--- config.mk ---
export PLATFORM = sky130hd
export DESIGN_NAME = coin_pulse_conditioner_flat
export DESIGN_NICKNAME = d
export VERILOG_FILES = /design/src/rtl/coin_pulse_conditioner_pkg.sv /design/src/rtl/coin_pulse_conditioner_if.sv /design/src/rtl/coin_pulse_conditioner_debouncer.sv /design/src/rtl/coin_pulse_conditioner.sv /design/src/flat_wrapper.sv
export SDC_FILE = /design/constraint.sdc
export NUM_CORES = 1
export LEC_CHECK = 0
export ABC_AREA = 1
export CORE_MARGIN = 5
export CORE_UTILIZATION = 30
export CTS_CLUSTER_DIAMETER = 60
export DETAILED_ROUTE_END_ITERATION = 12
export PLACE_DENSITY_LB_ADDON = 0.25
export SLEW_MARGIN = 10
export SYNTH_ARGS = -nofsm -noshare
export SYNTH_HDL_FRONTEND = slang
export SYNTH_SLANG_ARGS = --single-unit
--- constraint.sdc ---
create_clock -name clock -period 1.7 [get_ports clock]
set_input_delay 0.34 -clock clock [delete_from_list [all_inputs] [get_ports clock]]
set_output_delay 0.34 -clock clock [all_outputs]
set_load 0.01 [all_outputs]
--- src/rtl/coin_pulse_conditioner_pkg.sv ---
`default_nettype none
// ============================================================================
// Package : coin_pkg
// Brief   : Coin codes, emitter states and channel/code helpers.
// Rev     : 1.0 - initial release
// ============================================================================
package coin_pkg;

  localparam int c_NUM_CHANNELS = 3;

  typedef enum logic [1:0] {
    COIN_NONE = 2'd0,
    COIN_5    = 2'd1,
    COIN_10   = 2'd2,
    COIN_25   = 2'd3
  } coin_code_t;

  typedef enum logic [1:0] {
    IDLE = 2'd0,
    EMIT = 2'd1,
    GAP  = 2'd2
  } emit_state_t;

  // Lowest-value coin wins: bit 0 = 5c, bit 1 = 10c, bit 2 = 25c.
  function automatic coin_code_t lowestPending(input logic [2:0] pending);
    coin_code_t code;
    code = COIN_NONE;
    if (pending[0]) begin
      code = COIN_5;
    end else if (pending[1]) begin
      code = COIN_10;
    end else if (pending[2]) begin
      code = COIN_25;
    end
    return code;
  endfunction

  function automatic logic [2:0] codeToOneHot(input coin_code_t code);
    logic [2:0] oneHot;
    case (code)
      COIN_5:  oneHot = 3'b001;
      COIN_10: oneHot = 3'b010;
      COIN_25: oneHot = 3'b100;
      default: oneHot = 3'b000;
    endcase
    return oneHot;
  endfunction

endpackage
`default_nettype wire

--- src/rtl/coin_pulse_conditioner_if.sv ---
`default_nettype none
// ============================================================================
// Interface : coin_pulse_conditioner_if
// Brief     : Raw sensor inputs and conditioned coin pulses of the front end.
// Rev       : 1.0 - initial release
// ============================================================================
interface coin_pulse_conditioner_if #(
  parameter int QUEUE_DEPTH = 4
);
  localparam int c_COUNT_W = $clog2(QUEUE_DEPTH + 1);

  logic                 coinSense5;
  logic                 coinSense10;
  logic                 coinSense25;
  logic                 inhibit;
  logic                 fiveCents;
  logic                 tenCents;
  logic                 twentyFiveCents;
  logic                 coinRejected;
  logic                 coinDropped;
  logic [c_COUNT_W-1:0] queueCount;

  modport master (
    output coinSense5, coinSense10, coinSense25, inhibit,
    input  fiveCents, tenCents, twentyFiveCents, coinRejected, coinDropped, queueCount
  );

  modport slave (
    input  coinSense5, coinSense10, coinSense25, inhibit,
    output fiveCents, tenCents, twentyFiveCents, coinRejected, coinDropped, queueCount
  );
endinterface
`default_nettype wire

--- src/rtl/coin_pulse_conditioner_debouncer.sv ---
`default_nettype none
// ============================================================================
// Module : coin_debouncer
// Brief  : Two-flop synchroniser, stability counter and debounced rise pulse.
// Rev    : 1.0 - initial release
// ============================================================================
module coin_debouncer #(
  parameter int DEBOUNCE_CYCLES = 16
) (
  input  logic clock,
  input  logic reset,
  input  logic i_raw,
  output logic o_rise
);
  localparam int c_CNT_W = (DEBOUNCE_CYCLES > 1) ? $clog2(DEBOUNCE_CYCLES) : 1;

  logic               r_sync1;
  logic               r_sync2;
  logic               r_stable;
  logic               r_stableDly;
  logic [c_CNT_W-1:0] r_count;

  // The toggle happens on the edge that would take the count to DEBOUNCE_CYCLES.
  always_ff @(posedge clock or posedge reset) begin
    if (reset) begin
      r_sync1     <= 1'b0;
      r_sync2     <= 1'b0;
      r_stable    <= 1'b0;
      r_stableDly <= 1'b0;
      r_count     <= '0;
    end else begin
      r_sync1     <= i_raw;
      r_sync2     <= r_sync1;
      r_stableDly <= r_stable;
      if (r_sync2 == r_stable) begin
        r_count <= '0;
      end else if (r_count == c_CNT_W'(DEBOUNCE_CYCLES - 1)) begin
        r_stable <= ~r_stable;
        r_count  <= '0;
      end else begin
        r_count <= r_count + 1'b1;
      end
    end
  end

  assign o_rise = r_stable & ~r_stableDly;

endmodule
`default_nettype wire

--- src/rtl/coin_pulse_conditioner.sv ---
`default_nettype none
// ============================================================================
// Module : coin_pulse_conditioner
// Brief  : Debounces three coin sensors, queues coins, replays one-hot pulses.
// Rev    : 1.0 - initial release
// ============================================================================
module coin_pulse_conditioner
  import coin_pkg::*;
#(
  parameter int DEBOUNCE_CYCLES = 16,
  parameter int QUEUE_DEPTH     = 4,
  parameter int GAP_CYCLES      = 1
) (
  input  logic                    clock,
  input  logic                    reset,
  coin_pulse_conditioner_if.slave bus
);
  localparam int c_PTR_W    = $clog2(QUEUE_DEPTH);
  localparam int c_COUNT_W  = $clog2(QUEUE_DEPTH + 1);
  localparam int c_GAP_W    = (GAP_CYCLES > 1) ? $clog2(GAP_CYCLES) : 1;
  localparam int c_GAP_LAST = (GAP_CYCLES > 0) ? GAP_CYCLES - 1 : 0;

  logic [2:0] w_raw;
  logic [2:0] w_rise;

  assign w_raw = {bus.coinSense25, bus.coinSense10, bus.coinSense5};

  for (genvar g = 0; g < c_NUM_CHANNELS; g++) begin : g_chan
    coin_debouncer #(
      .DEBOUNCE_CYCLES(DEBOUNCE_CYCLES)
    ) u_debouncer (
      .clock (clock),
      .reset (reset),
      .i_raw (w_raw[g]),
      .o_rise(w_rise[g])
    );
  end

  // Event capture and arbitration into the FIFO
  logic [2:0]           r_pending;
  logic [2:0]           w_accept;
  logic [2:0]           w_pushMask;
  logic                 w_push;
  logic                 w_pop;
  logic                 w_full;
  logic                 w_empty;
  coin_code_t           w_pushCode;
  coin_code_t           w_popCode;
  logic                 r_coinRejected;
  logic                 r_coinDropped;

  always_comb begin
    w_accept   = w_rise & {3{~bus.inhibit}};
    w_pushCode = lowestPending(r_pending);
    w_push     = (r_pending != 3'b000) && !w_full;
    w_pushMask = w_push ? codeToOneHot(w_pushCode) : 3'b000;
  end

  always_ff @(posedge clock or posedge reset) begin
    if (reset) begin
      r_pending      <= 3'b000;
      r_coinRejected <= 1'b0;
      r_coinDropped  <= 1'b0;
    end else begin
      r_pending      <= (r_pending & ~w_pushMask) | (w_accept & ~r_pending);
      r_coinRejected <= bus.inhibit & (|w_rise);
      r_coinDropped  <= |(w_accept & r_pending);
    end
  end

  // Coin FIFO; storage needs no reset because occupancy gates every read.
  coin_code_t           r_mem [QUEUE_DEPTH];
  logic [c_PTR_W-1:0]   r_wrPtr;
  logic [c_PTR_W-1:0]   r_rdPtr;
  logic [c_COUNT_W-1:0] r_count;

  assign w_full    = (r_count == c_COUNT_W'(QUEUE_DEPTH));
  assign w_empty   = (r_count == '0);
  assign w_popCode = r_mem[r_rdPtr];

  always_ff @(posedge clock) begin
    if (w_push) begin
      r_mem[r_wrPtr] <= w_pushCode;
    end
  end

  always_ff @(posedge clock or posedge reset) begin
    if (reset) begin
      r_wrPtr <= '0;
      r_rdPtr <= '0;
      r_count <= '0;
    end else begin
      if (w_push) begin
        r_wrPtr <= r_wrPtr + 1'b1;
      end
      if (w_pop) begin
        r_rdPtr <= r_rdPtr + 1'b1;
      end
      case ({w_push, w_pop})
        2'b10:   r_count <= r_count + 1'b1;
        2'b01:   r_count <= r_count - 1'b1;
        default: r_count <= r_count;
      endcase
    end
  end

  // Emitter: w_release marks a cycle in which the next coin may be taken.
  emit_state_t        r_state;
  emit_state_t        w_stateNext;
  logic [c_GAP_W-1:0] r_gapCount;
  logic [c_GAP_W-1:0] w_gapCountNext;
  logic [2:0]         r_coinOut;
  logic [2:0]         w_coinOutNext;
  logic               w_release;

  always_comb begin
    w_stateNext    = r_state;
    w_gapCountNext = r_gapCount;
    w_coinOutNext  = 3'b000;
    w_pop          = 1'b0;
    w_release      = 1'b0;
    case (r_state)
      IDLE: w_release = 1'b1;
      EMIT: begin
        if (GAP_CYCLES == 0) begin
          w_release = 1'b1;
        end else begin
          w_stateNext    = GAP;
          w_gapCountNext = '0;
        end
      end
      GAP: begin
        if (r_gapCount == c_GAP_W'(c_GAP_LAST)) begin
          w_release = 1'b1;
        end else begin
          w_gapCountNext = r_gapCount + 1'b1;
        end
      end
      default: w_stateNext = IDLE;
    endcase
    if (w_release) begin
      if (!w_empty) begin
        w_pop         = 1'b1;
        w_coinOutNext = codeToOneHot(w_popCode);
        w_stateNext   = EMIT;
      end else begin
        w_stateNext = IDLE;
      end
    end
  end

  always_ff @(posedge clock or posedge reset) begin
    if (reset) begin
      r_state    <= IDLE;
      r_gapCount <= '0;
      r_coinOut  <= 3'b000;
    end else begin
      r_state    <= w_stateNext;
      r_gapCount <= w_gapCountNext;
      r_coinOut  <= w_coinOutNext;
    end
  end

  assign bus.fiveCents       = r_coinOut[0];
  assign bus.tenCents        = r_coinOut[1];
  assign bus.twentyFiveCents = r_coinOut[2];
  assign bus.coinRejected    = r_coinRejected;
  assign bus.coinDropped     = r_coinDropped;
  assign bus.queueCount      = r_count;

endmodule
`default_nettype wire

--- src/flat_wrapper.sv ---
// flat-port wrapper written by rule: the top's interface ports become plain ports
module coin_pulse_conditioner_flat import coin_pkg::*;
#(
  parameter int DEBOUNCE_CYCLES = 16,
  parameter int QUEUE_DEPTH     = 4,
  parameter int GAP_CYCLES      = 1
)
  (clock, reset, bus_coinSense5, bus_coinSense10, bus_coinSense25, bus_inhibit, bus_fiveCents, bus_tenCents, bus_twentyFiveCents, bus_coinRejected, bus_coinDropped, bus_queueCount);
  coin_pulse_conditioner_if #(.QUEUE_DEPTH(QUEUE_DEPTH)) bus_i ();
  input  logic clock;
  input  logic reset;
  input wire logic [$bits(bus_i.coinSense5)-1:0] bus_coinSense5;
  input wire logic [$bits(bus_i.coinSense10)-1:0] bus_coinSense10;
  input wire logic [$bits(bus_i.coinSense25)-1:0] bus_coinSense25;
  input wire logic [$bits(bus_i.inhibit)-1:0] bus_inhibit;
  output wire logic [$bits(bus_i.fiveCents)-1:0] bus_fiveCents;
  output wire logic [$bits(bus_i.tenCents)-1:0] bus_tenCents;
  output wire logic [$bits(bus_i.twentyFiveCents)-1:0] bus_twentyFiveCents;
  output wire logic [$bits(bus_i.coinRejected)-1:0] bus_coinRejected;
  output wire logic [$bits(bus_i.coinDropped)-1:0] bus_coinDropped;
  output wire logic [$bits(bus_i.queueCount)-1:0] bus_queueCount;
  assign bus_i.coinSense5 = bus_coinSense5;
  assign bus_i.coinSense10 = bus_coinSense10;
  assign bus_i.coinSense25 = bus_coinSense25;
  assign bus_i.inhibit = bus_inhibit;
  assign bus_fiveCents = bus_i.fiveCents;
  assign bus_tenCents = bus_i.tenCents;
  assign bus_twentyFiveCents = bus_i.twentyFiveCents;
  assign bus_coinRejected = bus_i.coinRejected;
  assign bus_coinDropped = bus_i.coinDropped;
  assign bus_queueCount = bus_i.queueCount;
  coin_pulse_conditioner #(.DEBOUNCE_CYCLES(DEBOUNCE_CYCLES), .QUEUE_DEPTH(QUEUE_DEPTH), .GAP_CYCLES(GAP_CYCLES)) u_core (.clock(clock), .reset(reset), .bus(bus_i));
endmodule
* Word level (Yosys, flattened, before mapping) *
Memory sizes are Yosys's and may differ from the RTL's.
Index checks and enable logic that the tools add are counted.

word-level totals
  bits in latches = 0
  memories = 1
  register bits after elaboration = 42
  logic and storage cells = 111
  bits in read-only memories = 0
  bits of input ports = 6
  memory bits (writable) = 8
  output and inout bits = 8

memory list
  memory        words  bits a word  read ports  clocked after memory_dff  write ports  line                          source
  u_core.r_mem  4      2            1           0                         1            coin_pulse_conditioner.sv:72  coin_code_t r_mem [QUEUE_DEPTH];

operators by class
  divide/modulo/power cells = 0
  bitwise gates (word level) = 21
  reduce and logical (&&, ||, !) cells = 13
  multiply operators = 0
  shift-type cells = 0
  equality and inequality tests = 18
  muxes and demuxes = 26
  $add $sub $neg = 8
  order comparisons = 0

operator list
  cell                                                                   number
  4-bit 2-to-1 mux                                                       6
  3-bit one-hot mux with 3 select lines                                  2
  4-bit by 1-bit adder with 4-bit output, second input constant          3
  3-bit bitwise AND                                                      4
  2-bit equality test, second input constant                             6
  4-bit equality test, second input constant                             3
  1-bit NOT                                                              10
  3-bit 2-to-1 mux                                                       3
  2-bit by 1-bit equality test with 1-bit output, second input constant  4
  2-bit 2-to-1 mux                                                       4
  1-bit 2-to-1 mux                                                       7
  3-bit NOT                                                              2
  3-bit one-hot mux with 2 select lines                                  1
  2-bit AND reduction                                                    3
  3-bit OR reduction                                                     2
  2-bit by 1-bit adder with 2-bit output, second input constant          2
  1-bit bitwise AND                                                      4
  1-bit one-hot mux with 2 select lines                                  2
  2-bit one-hot mux with 2 select lines                                  1
  2-bit nonzero test                                                     2
  3-bit by 1-bit adder with 3-bit output, second input constant          1
  1-bit equality test                                                    3
  3-bit equality test, second input constant                             1
  3-bit logical NOT                                                      1
  9 further kinds                                                        9

* Logic depth before layout (Yosys ltp) *
Gate-level depths: netlist (run 1).

  depth after elaboration = 9
  depth in mapped cells = 10
  mapped depth without buffers = 10

* Modules after synthesis *
Synthesis (run 1) repeated with hierarchy kept, for this count alone.

second synthesis, totals
  cells, all modules = 205
  area, all modules = 2,063.2 um^2

modules (own cells, without submodules)
  module                  cells an instance  times used  area an instance (um^2)
  coin_pulse_conditioner  112                1           1,132.3
  coin_debouncer          31                 3           310.3

* Least setup slack after synthesis (run 1) *
OpenSTA, ideal clock, no wires.

  path kind = flip-flop to flip-flop
  from = register u_core.r_count[1], in the netlist u_core.bus.queueCount[1]
  to = register u_core.r_count[2], in the netlist u_core.bus.queueCount[2]
  path buffers = 0
  period minus slack after synthesis = 1,830 ps
  data arrival time = 1,704 ps
  cell stages (with the launch flop) = 10
  path slack = -130 ps
  setup time = 126 ps
  cells stage by stage = dfrtp_1 > nor2_4 > nand2_2 > nand2_4 > ha_1 > inv_1 > fa_1 > nand2_1 > nand3b_1 > xor2_1

on the way
  cells in the longest elaborated chain, start to end = 5
  elaborated cells between the ends (all ways) = 12
  classes of those cells = add/sub (2); eq/ne (3); mux (3); reduce/logical (4)

RTL lines
  item                                                                                          line                                                         source
  from (decl)                                                                                   coin_pulse_conditioner.sv:75                                 logic [c_COUNT_W-1:0] r_count;
  from (signal assigned)                                                                        coin_pulse_conditioner.sv:100                                2'b10: r_count <= r_count + 1'b1;
  from (signal assigned)                                                                        coin_pulse_conditioner.sv:101                                2'b01: r_count <= r_count - 1'b1;
  from (signal assigned)                                                                        coin_pulse_conditioner.sv:102                                default: r_count <= r_count;
  3-bit logical NOT / 3-bit equality test (equally long branches)                               coin_pulse_conditioner.sv:78, coin_pulse_conditioner.sv:77
  1-bit 2-to-1 mux / 1-bit logical NOT (equally long branches)                                  coin_pulse_conditioner.sv:142, coin_pulse_conditioner.sv:55
  1-bit 2-to-1 mux / 1-bit logical AND (equally long branches)                                  coin_pulse_conditioner.sv:141, coin_pulse_conditioner.sv:55
  2-bit by 1-bit equality test with 1-bit output / 2-bit equality test (equally long branches)  coin_pulse_conditioner.sv:99                                 case ({w_push, w_pop})
  3-bit one-hot mux with 2 select lines / 2-bit nonzero test (equally long branches)            n/a

Parallel ways exist; a longest one is shown, timed or not.
A chain may end at the register's enable or synchronous reset.

* Final worst setup path (run 1) *
  from = register u_core.r_count[0], in the netlist u_core.bus.queueCount[0]
  to = register u_core.r_count[2], in the netlist u_core.bus.queueCount[2]

The elaborated chain is that of the path after synthesis.

==> run_summary.xml, run 1 <==
<?xml version="1.0" encoding="UTF-8"?>
<metrics>
  <group name="logic_synthesis">
    <metric name="count_leader_synth" unit="">sky130_fd_sc_hd__dfrtp_1</metric>
    <metric name="netlist_top_cells_area" unit="">sky130_fd_sc_hd__dfrtp_1, sky130_fd_sc_hd__edfxtp_1, sky130_fd_sc_hd__nand2_1, sky130_fd_sc_hd__inv_1, sky130_fd_sc_hd__ha_1</metric>
    <metric name="synth.top_cells.by_count" unit="">sky130_fd_sc_hd__dfrtp_1, sky130_fd_sc_hd__nand2_1, sky130_fd_sc_hd__inv_1, sky130_fd_sc_hd__nor2_1, sky130_fd_sc_hd__nand3_1</metric>
    <metric name="syn-instance-count" unit="">190</metric>
    <metric name="synth_warnings" unit="">0</metric>
    <metric name="asyncSetResetFlopFracSynth" unit="%">83.33</metric>
    <metric name="synth.avg_cell_area" unit="um^2">10.63</metric>
    <metric name="synth_enable_flop_cells" unit="">8</metric>
    <metric name="synthDistinctLibCells" unit="">22</metric>
    <metric name="netlist_area" unit="mm^2">0.002019</metric>
    <metric name="syn-num-nets" unit="">205</metric>
    <metric name="synthFlopType" unit="">sky130_fd_sc_hd__dfrtp_1</metric>
    <metric name="synth.ff_latch_count" unit="">48</metric>
    <metric name="synth_largest_type_area_fraction" unit="%">49.57</metric>
    <metric name="synth_top_cell_by_area" unit="">sky130_fd_sc_hd__dfrtp_1</metric>
    <metric name="synth_seq_area_share" unit="%">61.46</metric>
  </group>
  <group name="timing">
    <metric name="setup-violations-final" unit="">0</metric>
    <metric name="timing.final.ws_setup" unit="ns">0.001217</metric>
    <metric name="clock_skew" unit="ns">0.01026</metric>
    <metric name="final.setup.tns" unit="ns">0</metric>
    <metric name="timing.slew.headroom" unit="%">69.04</metric>
    <metric name="worstMarginPinSlew" unit="ns">0.4596</metric>
    <metric name="max_clock_freq" unit="MHz">588.7</metric>
    <metric name="hold_fails_final_rpt" unit="">0</metric>
    <metric name="timing.final.max_slew_violations" unit="">0</metric>
    <metric name="unrepaired_setup_endpoints_after_global_routing" unit="">true</metric>
    <metric name="layout_min_cycle_time" unit="ns">1.699</metric>
    <metric name="final_min_period_over_clock_period" unit="%">99.93</metric>
  </group>
  <group name="worst_setup_path">
    <metric name="data_arrival_time_of_the_worst_path" unit="ns">1.88</metric>
    <metric name="crit_path_end_kind" unit="">flop</metric>
    <metric name="worstSetupStartpointType" unit="">flop</metric>
    <metric name="critical_path_class" unit="">flop to flop</metric>
    <metric name="worst_r2r_endpoint" unit="">u_core.bus.queueCount[2]$_DFFE_PP0P_</metric>
    <metric name="critical_path.max_fanout" unit="">4</metric>
    <metric name="r2r_slack" unit="ns">0.001</metric>
    <metric name="critPathRequiredTime" unit="ns">1.88</metric>
    <metric name="worst_r2r_src" unit="">u_core.bus.queueCount[0]$_DFFE_PP0P_</metric>
    <metric name="worstRegToRegCells" unit="">9</metric>
  </group>
  <group name="clock_network">
    <metric name="number_of_clock_sinks_seen_by_cts" unit="">48</metric>
    <metric name="h-tree-depth" unit="">2</metric>
    <metric name="cts_made_buffers" unit="">5</metric>
    <metric name="clock_path_buffers" unit="">2</metric>
    <metric name="worst_setup_hold_path_clk_slew" unit="ns">0.09</metric>
    <metric name="clock_insertion_delay_worst_skew" unit="ns">0.30</metric>
    <metric name="root_driver" unit="">sky130_fd_sc_hd__clkbuf_8</metric>
    <metric name="cts_hold_repair.buffers" unit="">0</metric>
    <metric name="tritoncts" unit="">done</metric>
  </group>
  <group name="detailed_routing">
    <metric name="routed_wl" unit="um">3126</metric>
    <metric name="wl_per_cell" unit="um">10.28</metric>
    <metric name="drcViolationCount" unit="">0</metric>
    <metric name="drtAntennaViolNets" unit="">0</metric>
    <metric name="dr.first_iter.drc_count" unit="">41</metric>
    <metric name="detail_route.first_pass.iterations" unit="">3</metric>
    <metric name="vias_per_cell" unit="">4.128</metric>
    <metric name="detailroute.via_count" unit="">1255</metric>
  </group>
  <group name="grt">
    <metric name="globalRoute.totalOverflow" unit="">0</metric>
    <metric name="pin_count_of_the_biggest_net_entering_global_routing" unit="">41</metric>
    <metric name="grt_pass1_vias" unit="">1319</metric>
    <metric name="grt_antenna_before_repair" unit="">0</metric>
    <metric name="global_route_wire_length_before_repair" unit="um">5865</metric>
    <metric name="grt_usage" unit="%">8.745</metric>
  </group>
  <group name="power">
    <metric name="finalPower" unit="mW">3.100</metric>
    <metric name="total_leakage_power" unit="nW">1.178</metric>
    <metric name="power.ir.vdd_worst" unit="mV">0.4646</metric>
    <metric name="power_density" unit="mW/mm^2">1253</metric>
  </group>
  <group name="floorplan">
    <metric name="initial_cell_density_of_the_core" unit="%">30.22</metric>
    <metric name="top_level_ports" unit="">14</metric>
    <metric name="rows" unit="">30</metric>
    <metric name="fp.dieH" unit="um">92.05</metric>
    <metric name="core_box_area" unit="mm^2">0.006681</metric>
    <metric name="die_width" unit="um">92.05</metric>
    <metric name="die_area" unit="mm^2">0.008472</metric>
  </group>
  <group name="cells_and_area">
    <metric name="area_delta_synth_final" unit="%">22.49</metric>
    <metric name="registers.top_by_ff_count" unit="">u_core.g_chan.u_debouncer.r_count</metric>
    <metric name="antennaDiodeCount" unit="">0</metric>
    <metric name="reg.largest.list" unit="">u_core.g_chan.u_debouncer.r_count: 12 flops, u_core.r_mem: 8 flops</metric>
    <metric name="largest_register_ffs" unit="">12</metric>
    <metric name="utilization" unit="%">37.02</metric>
    <metric name="fin_nets" unit="">238</metric>
    <metric name="final_layout_size_suffix_gt1_share" unit="%">16.07</metric>
  </group>
  <group name="flow_run">
    <metric name="max_cap_violations" unit="">0</metric>
  </group>
  <group name="hold_path">
    <metric name="holdPathEnd" unit="">u_core.g_chan[2].u_debouncer.r_sync2$_DFF_PP0_</metric>
    <metric name="hold_path.startpoint" unit="">u_core.g_chan[2].u_debouncer.r_sync1$_DFF_PP0_</metric>
    <metric name="min_path_cells" unit="">0</metric>
    <metric name="hp-class" unit="">flop to flop</metric>
  </group>
  <group name="placement">
    <metric name="dp_worst_setup_slack" unit="ns">-0.01988</metric>
    <metric name="place.port_buffers" unit="">13</metric>
    <metric name="detailed_place_hpwl" unit="um">2329</metric>
    <metric name="globalplace.congestion" unit="">0.6546</metric>
  </group>
  <group name="status">
    <metric name="run_status" unit="">finished, final reports clean</metric>
  </group>
</metrics>
## power breakdown
group	leakage (nW)	total, mW	switching, mW	internal, mW
logic	0.539	1.02	0.516	0.503
clock network	0.0479	0.658	0.371	0.287
registers	0.591	1.42	0.117	1.31
## placed cells by master, fill, tap and decap left out
| master | count |
|---|---|
| sky130_fd_sc_hd__nand3b_1 | 1 |
| sky130_fd_sc_hd__inv_2 | 4 |
| sky130_fd_sc_hd__nand4_1 | 1 |
| sky130_fd_sc_hd__clkdlybuf4s50_1 | 11 |
| sky130_fd_sc_hd__inv_1 | 26 |
| sky130_fd_sc_hd__edfxtp_1 | 8 |
| sky130_fd_sc_hd__o21ai_1 | 1 |
| sky130_fd_sc_hd__clkbuf_8 | 5 |
| sky130_fd_sc_hd__dfrtp_1 | 39 |
| sky130_fd_sc_hd__o21ai_0 | 8 |
| sky130_fd_sc_hd__xnor2_1 | 8 |
| sky130_fd_sc_hd__xor2_1 | 5 |
| sky130_fd_sc_hd__fa_2 | 1 |
| sky130_fd_sc_hd__dlymetal6s2s_1 | 2 |
| sky130_fd_sc_hd__nand2_2 | 2 |
| sky130_fd_sc_hd__a21oi_4 | 1 |
| sky130_fd_sc_hd__buf_12 | 1 |
| sky130_fd_sc_hd__xor2_2 | 1 |
| sky130_fd_sc_hd__clkinv_4 | 1 |
| sky130_fd_sc_hd__ha_4 | 1 |
| sky130_fd_sc_hd__nand2b_1 | 3 |
| sky130_fd_sc_hd__nor2_2 | 1 |
| sky130_fd_sc_hd__ha_1 | 7 |
| sky130_fd_sc_hd__nor2_1 | 21 |
| sky130_fd_sc_hd__dfrtp_2 | 1 |
| sky130_fd_sc_hd__nand2_4 | 1 |
| sky130_fd_sc_hd__clkinv_2 | 2 |
| sky130_fd_sc_hd__nand3_1 | 14 |
| sky130_fd_sc_hd__nor2_4 | 1 |
| sky130_fd_sc_hd__nand2_1 | 31 |
| sky130_fd_sc_hd__buf_4 | 12 |
| sky130_fd_sc_hd__a21oi_1 | 2 |
| sky130_fd_sc_hd__nand3_2 | 1 |
## cell families after synthesis
logic type                 after synthesis  share of synthesized area [%]
AOI/OAI and AO/OA                       12                          3.532
xor gates and xnor gates                14                          6.444
adders and majority gates                9                          5.948
buffers and inverters                   30                          5.576
DFF                                     48                          61.46
and+or+nand+nor                         77                          17.04
## final cells by class
type | count | area (um^2)
fillers | 677 | 4208
flip-flops and latches | 48 | 1242
multi-input cells | 112 | 685.7
repair buffers | 26 | 245.2
inverters | 30 | 112.6
well taps | 80 | 100.1
clock buffers | 5 | 68.82
clock inverters | 3 | 18.77
## timing repair
action                                  CTS  global route
pin swaps                                 3             2
endpoints found under the setup margin    1             4
buffers inserted                          0             1
resized for setup                         1             5
## per-stage QoR
stage	area, um^2	hold WS [ns]	instances
global route	2474	0.3619	304
global placement	2369	0.3349	295
CTS	2456	0.3597	303
detailed placement	2369	0.3371	295
floorplan	2036	0.3312	190
finish	2474	0.3549	304
## how the worst max path moves through the flow
stage | cells after the start | slack [ns] | end | from
after detailed placement | 9 | -0.02 | u_core.bus.queueCount[2]$_DFFE_PP0P_ | u_core.bus.queueCount[0]$_DFFE_PP0P_
after global placement | 9 | 0.03 | u_core.bus.queueCount[2]$_DFFE_PP0P_ | u_core.bus.queueCount[0]$_DFFE_PP0P_
final | 9 | 0.001 | u_core.bus.queueCount[2]$_DFFE_PP0P_ | u_core.bus.queueCount[0]$_DFFE_PP0P_
after CTS | 9 | -0.001 | u_core.bus.queueCount[2]$_DFFE_PP0P_ | u_core.bus.queueCount[1]$_DFFE_PP0P_
after floorplan | 9 | -0.04 | u_core.bus.queueCount[2]$_DFFE_PP0P_ | u_core.bus.queueCount[0]$_DFFE_PP0P_
after global routing | 10 | -0.1 | u_core.bus.queueCount[2]$_DFFE_PP0P_ | u_core.bus.queueCount[0]$_DFFE_PP0P_
## layer usage
| metal | global-route usage, % | wire [um] | up-vias |
|---|---|---|---|
| met3 | 2.215 | 76 | 4 |
| met2 | 15.45 | 1582 | 11 |
| met1 | 9.814 | 1395 | 587 |
| li1 | - | - | 653 |
| met4 | 4.084 | 72 | 0 |
| met5 | 0 | 0 | - |
## critical path: stages (launching register included)
cell and delay [ns]:
sky130_fd_sc_hd__dfrtp_2 0.43, sky130_fd_sc_hd__nor2_4 0.17, sky130_fd_sc_hd__nand2_2 0.09, sky130_fd_sc_hd__nand2_4 0.07, sky130_fd_sc_hd__ha_4 0.13, sky130_fd_sc_hd__inv_2 0.04, sky130_fd_sc_hd__fa_2 0.34, sky130_fd_sc_hd__nand2_1 0.08
sky130_fd_sc_hd__nand3b_1 0.09, sky130_fd_sc_hd__xor2_1 0.15
Note: power is estimated with default switching activity, not from simulation.
==> inputs of run 2 (changes only) <==
--- a/config.mk
+++ b/config.mk
@@ -8,3 +8,3 @@
 export ABC_AREA = 1
-export CORE_MARGIN = 5
+export CORE_MARGIN = 8
 export CORE_UTILIZATION = 30
==> constraint.sdc (replaced) <==
create_clock -name clock -period 1.7 [get_ports clock]
set_input_delay 0.51 -clock clock [delete_from_list [all_inputs] [get_ports clock]]
set_output_delay 0.51 -clock clock [all_outputs]
set_load 0.01 [all_outputs]
==> run_summary.xml, run 2 (synthesis gave the netlist of run 1 again) <==
<?xml version="1.0" encoding="UTF-8"?>
<metrics>
  <group name="status">
    <metric name="run_status" unit="">complete, but fails checks</metric>
    <metric name="violated_checks" unit="">negative setup slack</metric>
  </group>
  <group name="worst_setup_path">
    <metric name="cell_class_contributing_the_biggest_share_of_worst_path_delay" unit="">adder cells</metric>
    <metric name="worstRegToRegCells" unit="">10</metric>
    <metric name="critical_path.max_fanout" unit="">4</metric>
    <metric name="worstSetupStartpointType" unit="">flop</metric>
    <metric name="endpoint" unit="">u_core.bus.queueCount[2]$_DFFE_PP0P_</metric>
    <metric name="worst_r2r_src" unit="">u_core.bus.queueCount[1]$_DFFE_PP0P_</metric>
    <metric name="cp_num_cells" unit="">10</metric>
    <metric name="critPathLaunch" unit="">u_core.bus.queueCount[1]$_DFFE_PP0P_</metric>
    <metric name="cpMaxStageDelayCell" unit="">sky130_fd_sc_hd__dfrtp_1</metric>
    <metric name="worst-path-buf-inv" unit="">2</metric>
    <metric name="critical-path-max-stage-delay" unit="ns">0.39</metric>
    <metric name="data_arrival_time_of_the_worst_path" unit="ns">1.95</metric>
    <metric name="worst_r2r_endpoint" unit="">u_core.bus.queueCount[2]$_DFFE_PP0P_</metric>
    <metric name="r2r_slack" unit="ns">-0.06</metric>
    <metric name="crit_chain" unit="">buf_6, nor2_4, nand2_2, nand2_4, ha_4, inv_2, fa_2, nand2_1, nand3b_1, xor2_1</metric>
    <metric name="critPathRequiredTime" unit="ns">1.88</metric>
    <metric name="crit_path_end_kind" unit="">flop</metric>
    <metric name="critical_path_class" unit="">flop to flop</metric>
  </group>
  <group name="floorplan">
    <metric name="core_box_area" unit="mm^2">0.006644</metric>
    <metric name="die_area" unit="mm^2">0.009613</metric>
    <metric name="rows" unit="">30</metric>
    <metric name="initial_cell_density_of_the_core" unit="%">30.40</metric>
    <metric name="fp.dieH" unit="um">98.05</metric>
    <metric name="top_level_ports" unit="">14</metric>
    <metric name="die_width" unit="um">98.05</metric>
  </group>
  <group name="clock_network">
    <metric name="clock_insertion_delay_worst_skew" unit="ns">0.29</metric>
    <metric name="h-tree-depth" unit="">2</metric>
    <metric name="cts_made_buffers" unit="">5</metric>
    <metric name="tritoncts" unit="">done</metric>
    <metric name="number_of_clock_sinks_seen_by_cts" unit="">48</metric>
    <metric name="worst_setup_hold_path_clk_slew" unit="ns">0.08</metric>
    <metric name="clock_path_buffers" unit="">2</metric>
    <metric name="root_driver" unit="">sky130_fd_sc_hd__clkbuf_8</metric>
  </group>
  <group name="cells_and_area">
    <metric name="reg.largest.list" unit="">u_core.g_chan.u_debouncer.r_count: 12 flops, u_core.r_mem: 8 flops</metric>
    <metric name="commonest_cells_after_routing_fill_and_taps_aside" unit="">sky130_fd_sc_hd__dfrtp_1, sky130_fd_sc_hd__nand2_1, sky130_fd_sc_hd__inv_1</metric>
    <metric name="registers.top_by_ff_count" unit="">u_core.g_chan.u_debouncer.r_count</metric>
    <metric name="area_delta_synth_final" unit="%">24.47</metric>
    <metric name="fin_nets" unit="">243</metric>
    <metric name="layout.cells.most_common" unit="">sky130_fd_sc_hd__dfrtp_1</metric>
    <metric name="final_layout_size_suffix_gt1_share" unit="%">17.03</metric>
    <metric name="antennaDiodeCount" unit="">0</metric>
    <metric name="largest_register_ffs" unit="">12</metric>
  </group>
  <group name="grt">
    <metric name="global_route_wire_length_before_repair" unit="um">5402</metric>
    <metric name="grt_usage" unit="%">6.890</metric>
    <metric name="pin_count_of_the_biggest_net_entering_global_routing" unit="">41</metric>
    <metric name="grt_antenna_before_repair" unit="">0</metric>
    <metric name="globalRoute.totalOverflow" unit="">0</metric>
    <metric name="grt_pass1_vias" unit="">1286</metric>
  </group>
  <group name="power">
    <metric name="power_density" unit="mW/mm^2">1270</metric>
    <metric name="finalPower" unit="mW">3.193</metric>
    <metric name="total_leakage_power" unit="nW">1.232</metric>
    <metric name="power.ir.vdd_worst" unit="mV">0.3419</metric>
  </group>
  <group name="detailed_routing">
    <metric name="met2_length" unit="um">1600</metric>
    <metric name="wl_per_cell" unit="um">10.03</metric>
    <metric name="detailroute.via_count" unit="">1255</metric>
    <metric name="routed_wl" unit="um">3098</metric>
    <metric name="top_signal_layer_used" unit="">met4</metric>
    <metric name="detail_route.first_pass.iterations" unit="">3</metric>
    <metric name="vias_per_cell" unit="">4.061</metric>
    <metric name="dr.first_iter.drc_count" unit="">58</metric>
    <metric name="drtAntennaViolNets" unit="">0</metric>
    <metric name="route.layer.met1.wl" unit="um">1343</metric>
    <metric name="met3_wire_len" unit="um">91</metric>
    <metric name="drcViolationCount" unit="">0</metric>
  </group>
  <group name="hold_path">
    <metric name="hp-class" unit="">flop to flop</metric>
    <metric name="hold_path.startpoint" unit="">u_core.g_chan[2].u_debouncer.r_sync1$_DFF_PP0_</metric>
  </group>
  <group name="timing">
    <metric name="final.setup.tns" unit="ns">-0.06428</metric>
    <metric name="timing.final.max_slew_violations" unit="">0</metric>
    <metric name="max_clock_freq" unit="MHz">566.8</metric>
    <metric name="final_min_period_over_clock_period" unit="%">103.8</metric>
    <metric name="hold_fails_final_rpt" unit="">0</metric>
    <metric name="clock_skew" unit="ns">0.003066</metric>
    <metric name="setup-violations-final" unit="">1</metric>
    <metric name="timing.final.ws_setup" unit="ns">-0.06428</metric>
    <metric name="worstMarginPinSlew" unit="ns">0.5075</metric>
    <metric name="timing.slew.headroom" unit="%">65.81</metric>
    <metric name="unrepaired_setup_endpoints_after_global_routing" unit="">true</metric>
    <metric name="layout_min_cycle_time" unit="ns">1.764</metric>
  </group>
  <group name="placement">
    <metric name="detailed_place_hpwl" unit="um">2295</metric>
    <metric name="place.port_buffers" unit="">13</metric>
    <metric name="globalplace.congestion" unit="">0.7573</metric>
  </group>
  <group name="flow_run">
    <metric name="max_cap_violations" unit="">0</metric>
  </group>
</metrics>
[run 2: cell types whose count changed in the layout (fill, tap and decap cells not counted), sizes merged]
cell | previous run | this run
buf | 13 | 18
clkdlybuf4s50 | 11 | 6
dlymetal6s2s | 2 | 3
clkbuf | 5 | 8
clkinv | 3 | 0
dlygate4sd2 | 0 | 3
clkinvlp | 0 | 1
[run 2: per-layer routing]
layer	GRT usage (%)	vias up
met4	3.237	0
li1	-	662
met1	7.352	575
met5	0	-
met3	2.063	7
met2	12.17	11
[run 2: final cells by class]
type	count	area [um^2]
multi-input cells	112	680.7
fillers	658	4130
clock buffers	7	86.33
flip-flops and latches	48	1242
inverters	30	112.6
repair buffers	31	284.0
well taps	80	100.1
clock inverters	1	7.507
[run 2: stage by stage]
| stage | std cells | worst slack, ns | hold slack [ns] | utilization, % | area [um^2] |
|---|---|---|---|---|---|
| global route | 309 | -0.1578 | 0.3713 | 37.83 | 2514 |
| finish | 309 | -0.06428 | 0.3585 | 37.83 | 2514 |
| floorplan | 190 | -0.03701 | 0.3312 | - | 2036 |
| CTS | 304 | -0.05802 | 0.3653 | 37.10 | 2465 |
| global placement | 295 | 0.03956 | 0.3364 | 35.65 | 2369 |
| detailed placement | 295 | 0.01928 | 0.3355 | 35.65 | 2369 |
[run 2: repair_timing]
action	in CTS	in global routing
gates resized for setup	4	9
setup endpoints to repair	4	5
hold buffers	0	0
pin swaps	0	8
setup buffers	1	5
[run 2: worst min-delay path by stage]
stage,to,slack [ns],cells past startpoint
detailed placement,u_core.g_chan[1].u_debouncer.r_sync2$_DFF_PP0_,0.34,0
global route,u_core.g_chan[2].u_debouncer.r_sync2$_DFF_PP0_,0.37,0
finish,u_core.g_chan[2].u_debouncer.r_sync2$_DFF_PP0_,0.36,0
global placement,u_core.g_chan[1].u_debouncer.r_sync2$_DFF_PP0_,0.34,0
CTS,u_core.g_chan[2].u_debouncer.r_sync2$_DFF_PP0_,0.37,0
floorplan,u_core.g_chan[0].u_debouncer.r_sync2$_DFF_PP0_,0.33,0
[run 2: report_power, final]
part / switching (mW) / total [mW] / internal (mW)
combinational: 0.529 / 1.08 / 0.553
clock: 0.353 / 0.684 / 0.330
sequential: 0.121 / 1.43 / 1.31
total: 1.00 / 3.19 / 2.19
==> inputs of run 3 (changes only) <==
clock period = 1.4 ns   (was 1.7 ns; I/O delays follow)
==> run_summary.xml, run 3 (synthesis gave the netlist of run 1 again) <==
<?xml version="1.0" encoding="UTF-8"?>
<metrics>
  <group name="worst_setup_path">
    <metric name="critical-path-max-stage-delay" unit="ns">0.40</metric>
    <metric name="worstSetupStartpointType" unit="">flop</metric>
    <metric name="crit_path_end_kind" unit="">flop</metric>
    <metric name="critical_path_class" unit="">flop to flop</metric>
    <metric name="data_arrival_time_of_the_worst_path" unit="ns">1.93</metric>
    <metric name="critPathRequiredTime" unit="ns">1.59</metric>
    <metric name="crit_chain" unit="">buf_6, nor2_4, nand2_2, nand2_4, ha_4, inv_2, fa_2, nand2_1, nand3b_1, xor2_1</metric>
    <metric name="critical_path.max_fanout" unit="">4</metric>
    <metric name="cpMaxStageDelayCell" unit="">sky130_fd_sc_hd__dfrtp_1</metric>
  </group>
  <group name="floorplan">
    <metric name="initial_cell_density_of_the_core" unit="%">30.40</metric>
    <metric name="core_box_area" unit="mm^2">0.006644</metric>
    <metric name="die_width" unit="um">98.05</metric>
    <metric name="die_area" unit="mm^2">0.009613</metric>
    <metric name="top_level_ports" unit="">14</metric>
    <metric name="fp.dieH" unit="um">98.05</metric>
    <metric name="rows" unit="">30</metric>
  </group>
  <group name="placement">
    <metric name="detailed_place_hpwl" unit="um">2226</metric>
    <metric name="dp.cells" unit="">297</metric>
    <metric name="dp_worst_setup_slack" unit="ns">-0.2612</metric>
    <metric name="place.port_buffers" unit="">13</metric>
    <metric name="globalplace.congestion" unit="">0.7613</metric>
    <metric name="placedInstanceArea" unit="mm^2">0.002384</metric>
  </group>
  <group name="cells_and_area">
    <metric name="fin_nets" unit="">245</metric>
    <metric name="largest_register_ffs" unit="">12</metric>
    <metric name="layout.cells.non_filler" unit="">311</metric>
    <metric name="final_cell_area" unit="mm^2">0.002565</metric>
    <metric name="layout.cells.most_common" unit="">sky130_fd_sc_hd__dfrtp_1</metric>
    <metric name="antennaDiodeCount" unit="">0</metric>
    <metric name="reg.largest.list" unit="">u_core.g_chan.u_debouncer.r_count: 12 flops, u_core.r_mem: 8 flops</metric>
    <metric name="utilization" unit="%">38.61</metric>
    <metric name="final_layout_size_suffix_gt1_share" unit="%">19.48</metric>
    <metric name="area_delta_synth_final" unit="%">27.01</metric>
    <metric name="registers.top_by_ff_count" unit="">u_core.g_chan.u_debouncer.r_count</metric>
    <metric name="commonest_cells_after_routing_fill_and_taps_aside" unit="">sky130_fd_sc_hd__dfrtp_1, sky130_fd_sc_hd__nand2_1, sky130_fd_sc_hd__inv_1</metric>
  </group>
  <group name="status">
    <metric name="violated_checks" unit="">negative setup slack</metric>
    <metric name="run_status" unit="">complete, but fails checks</metric>
  </group>
  <group name="clock_network">
    <metric name="cts_hold_repair.buffers" unit="">0</metric>
    <metric name="cts_made_buffers" unit="">5</metric>
    <metric name="clock_path_buffers" unit="">2</metric>
    <metric name="worst_setup_hold_path_clk_slew" unit="ns">0.09</metric>
    <metric name="clock_insertion_delay_worst_skew" unit="ns">0.30</metric>
    <metric name="tritoncts" unit="">done</metric>
    <metric name="h-tree-depth" unit="">2</metric>
    <metric name="number_of_clock_sinks_seen_by_cts" unit="">48</metric>
    <metric name="root_driver" unit="">sky130_fd_sc_hd__clkbuf_8</metric>
  </group>
  <group name="power">
    <metric name="power_density" unit="mW/mm^2">1628</metric>
    <metric name="power.ir.vdd_worst" unit="mV">0.6166</metric>
    <metric name="total_leakage_power" unit="nW">1.222</metric>
  </group>
  <group name="timing">
    <metric name="setup-violations-final" unit="">3</metric>
    <metric name="hold_fails_final_rpt" unit="">0</metric>
    <metric name="final_min_period_over_clock_period" unit="%">124.4</metric>
    <metric name="worstMarginPinSlew" unit="ns">0.4024</metric>
    <metric name="layout_min_cycle_time" unit="ns">1.742</metric>
    <metric name="unrepaired_setup_endpoints_after_global_routing" unit="">true</metric>
    <metric name="timing.slew.headroom" unit="%">72.89</metric>
    <metric name="final.setup.tns" unit="ns">-0.6971</metric>
    <metric name="clock_skew" unit="ns">0.005334</metric>
    <metric name="timing.final.max_slew_violations" unit="">0</metric>
    <metric name="timing.final.ws_setup" unit="ns">-0.3416</metric>
    <metric name="max_clock_freq" unit="MHz">574.2</metric>
  </group>
  <group name="detailed_routing">
    <metric name="vias_per_cell" unit="">4.061</metric>
    <metric name="drcViolationCount" unit="">0</metric>
    <metric name="routed_wl" unit="um">3053</metric>
    <metric name="wl_per_cell" unit="um">9.817</metric>
    <metric name="detail_route.first_pass.iterations" unit="">3</metric>
    <metric name="detailroute.via_count" unit="">1263</metric>
    <metric name="dr.first_iter.drc_count" unit="">32</metric>
    <metric name="drtAntennaViolNets" unit="">0</metric>
  </group>
  <group name="grt">
    <metric name="pin_count_of_the_biggest_net_entering_global_routing" unit="">41</metric>
    <metric name="grt_antenna_before_repair" unit="">0</metric>
    <metric name="globalRoute.totalOverflow" unit="">0</metric>
    <metric name="global_route_wire_length_before_repair" unit="um">5561</metric>
    <metric name="grt_usage" unit="%">7.199</metric>
    <metric name="grt_pass1_vias" unit="">1304</metric>
  </group>
  <group name="hold_path">
    <metric name="hp-class" unit="">flop to flop</metric>
  </group>
  <group name="flow_run">
    <metric name="max_cap_violations" unit="">0</metric>
  </group>
</metrics>
## run 3: changes by cell type in the layout (fill, tap and decap cells not counted), sizes merged
cell           delta
clkbuf            -2
dlymetal6s2s      -3
clkdlybuf4s50     -1
clkinv            +1
buf               +5
clkinvlp          -1
dlygate4sd2       -1
bufinv            +1
clkdlybuf4s15     +3
## run 3: final cells by class
type / count / area, um^2
sequential: 48 / 1242
tap: 80 / 100.1
fill: 637 / 4079
clock inverter: 2 / 38.79
timing repair buffer: 33 / 302.8
multi-input combinational: 112 / 685.7
inverter: 30 / 112.6
clock buffer: 6 / 82.58
## run 3: through the flow
step	hold slack [ns]	power (mW)
after floorplan	0.3312	2.544
after global placement	0.3354	2.993
after detailed placement	0.3347	3.011
after CTS	0.3470	4.146
after global routing	0.3473	4.463
final	0.3480	4.175
## run 3: per-layer routing
metal / up-vias / wire [um] / part of all wire [%] / global-route usage [%]
li1: 667 / - / - / -
met1: 580 / 1414 / 46 / 7.719
met2: 10 / 1474 / 48 / 12.43
met3: 6 / 81 / 2.7 / 1.920
met4: 0 / 82 / 2.7 / 4.317
met5: - / 0 / 0 / 0
## run 3: path summary, 6_finish.rpt
kind,start,endpoint,slack [ns],cells after the start
max,u_core.bus.queueCount[1]$_DFFE_PP0P_,u_core.bus.queueCount[2]$_DFFE_PP0P_,-0.34,10
min,u_core.g_chan[0].u_debouncer.r_sync1$_DFF_PP0_,u_core.g_chan[0].u_debouncer.r_sync2$_DFF_PP0_,0.35,0
max reg2reg,u_core.bus.queueCount[1]$_DFFE_PP0P_,u_core.bus.queueCount[2]$_DFFE_PP0P_,-0.34,10
min reg2reg,u_core.g_chan[0].u_debouncer.r_sync1$_DFF_PP0_,u_core.g_chan[0].u_debouncer.r_sync2$_DFF_PP0_,0.35,0
max in group asynchronous,reset,u_core.bus.queueCount[0]$_DFFE_PP0P_,0.71,3
min in group asynchronous,reset,u_core.g_chan[0].u_debouncer.r_count[0]$_DFF_PP0_,0.46,3
## run 3: report_power, final
part	total [mW]	internal, mW	switching (mW)
Combinational	1.41	0.740	0.669
Sequential	1.73	1.59	0.142
Clock	1.04	0.584	0.454
## run 3: repair_timing
| item | in CTS | in global routing |
|---|---|---|
| setup buffers | 5 | 1 |
| resized for setup | 20 | 8 |
| pin swaps | 4 | 4 |
| setup endpoints to repair | 10 | 9 |
| hold endpoints to repair | 0 | 0 |
## run 3: worst max-delay path: cells and delay by family (launching register included)
kind | cells | cell delay (ns)
adders and majority gates | 2 | 0.47
and+or+nand+nor | 5 | 0.45
xor gates and xnor gates | 1 | 0.16
buffers and inverters | 2 | 0.16
DFF | 1 | 0.40
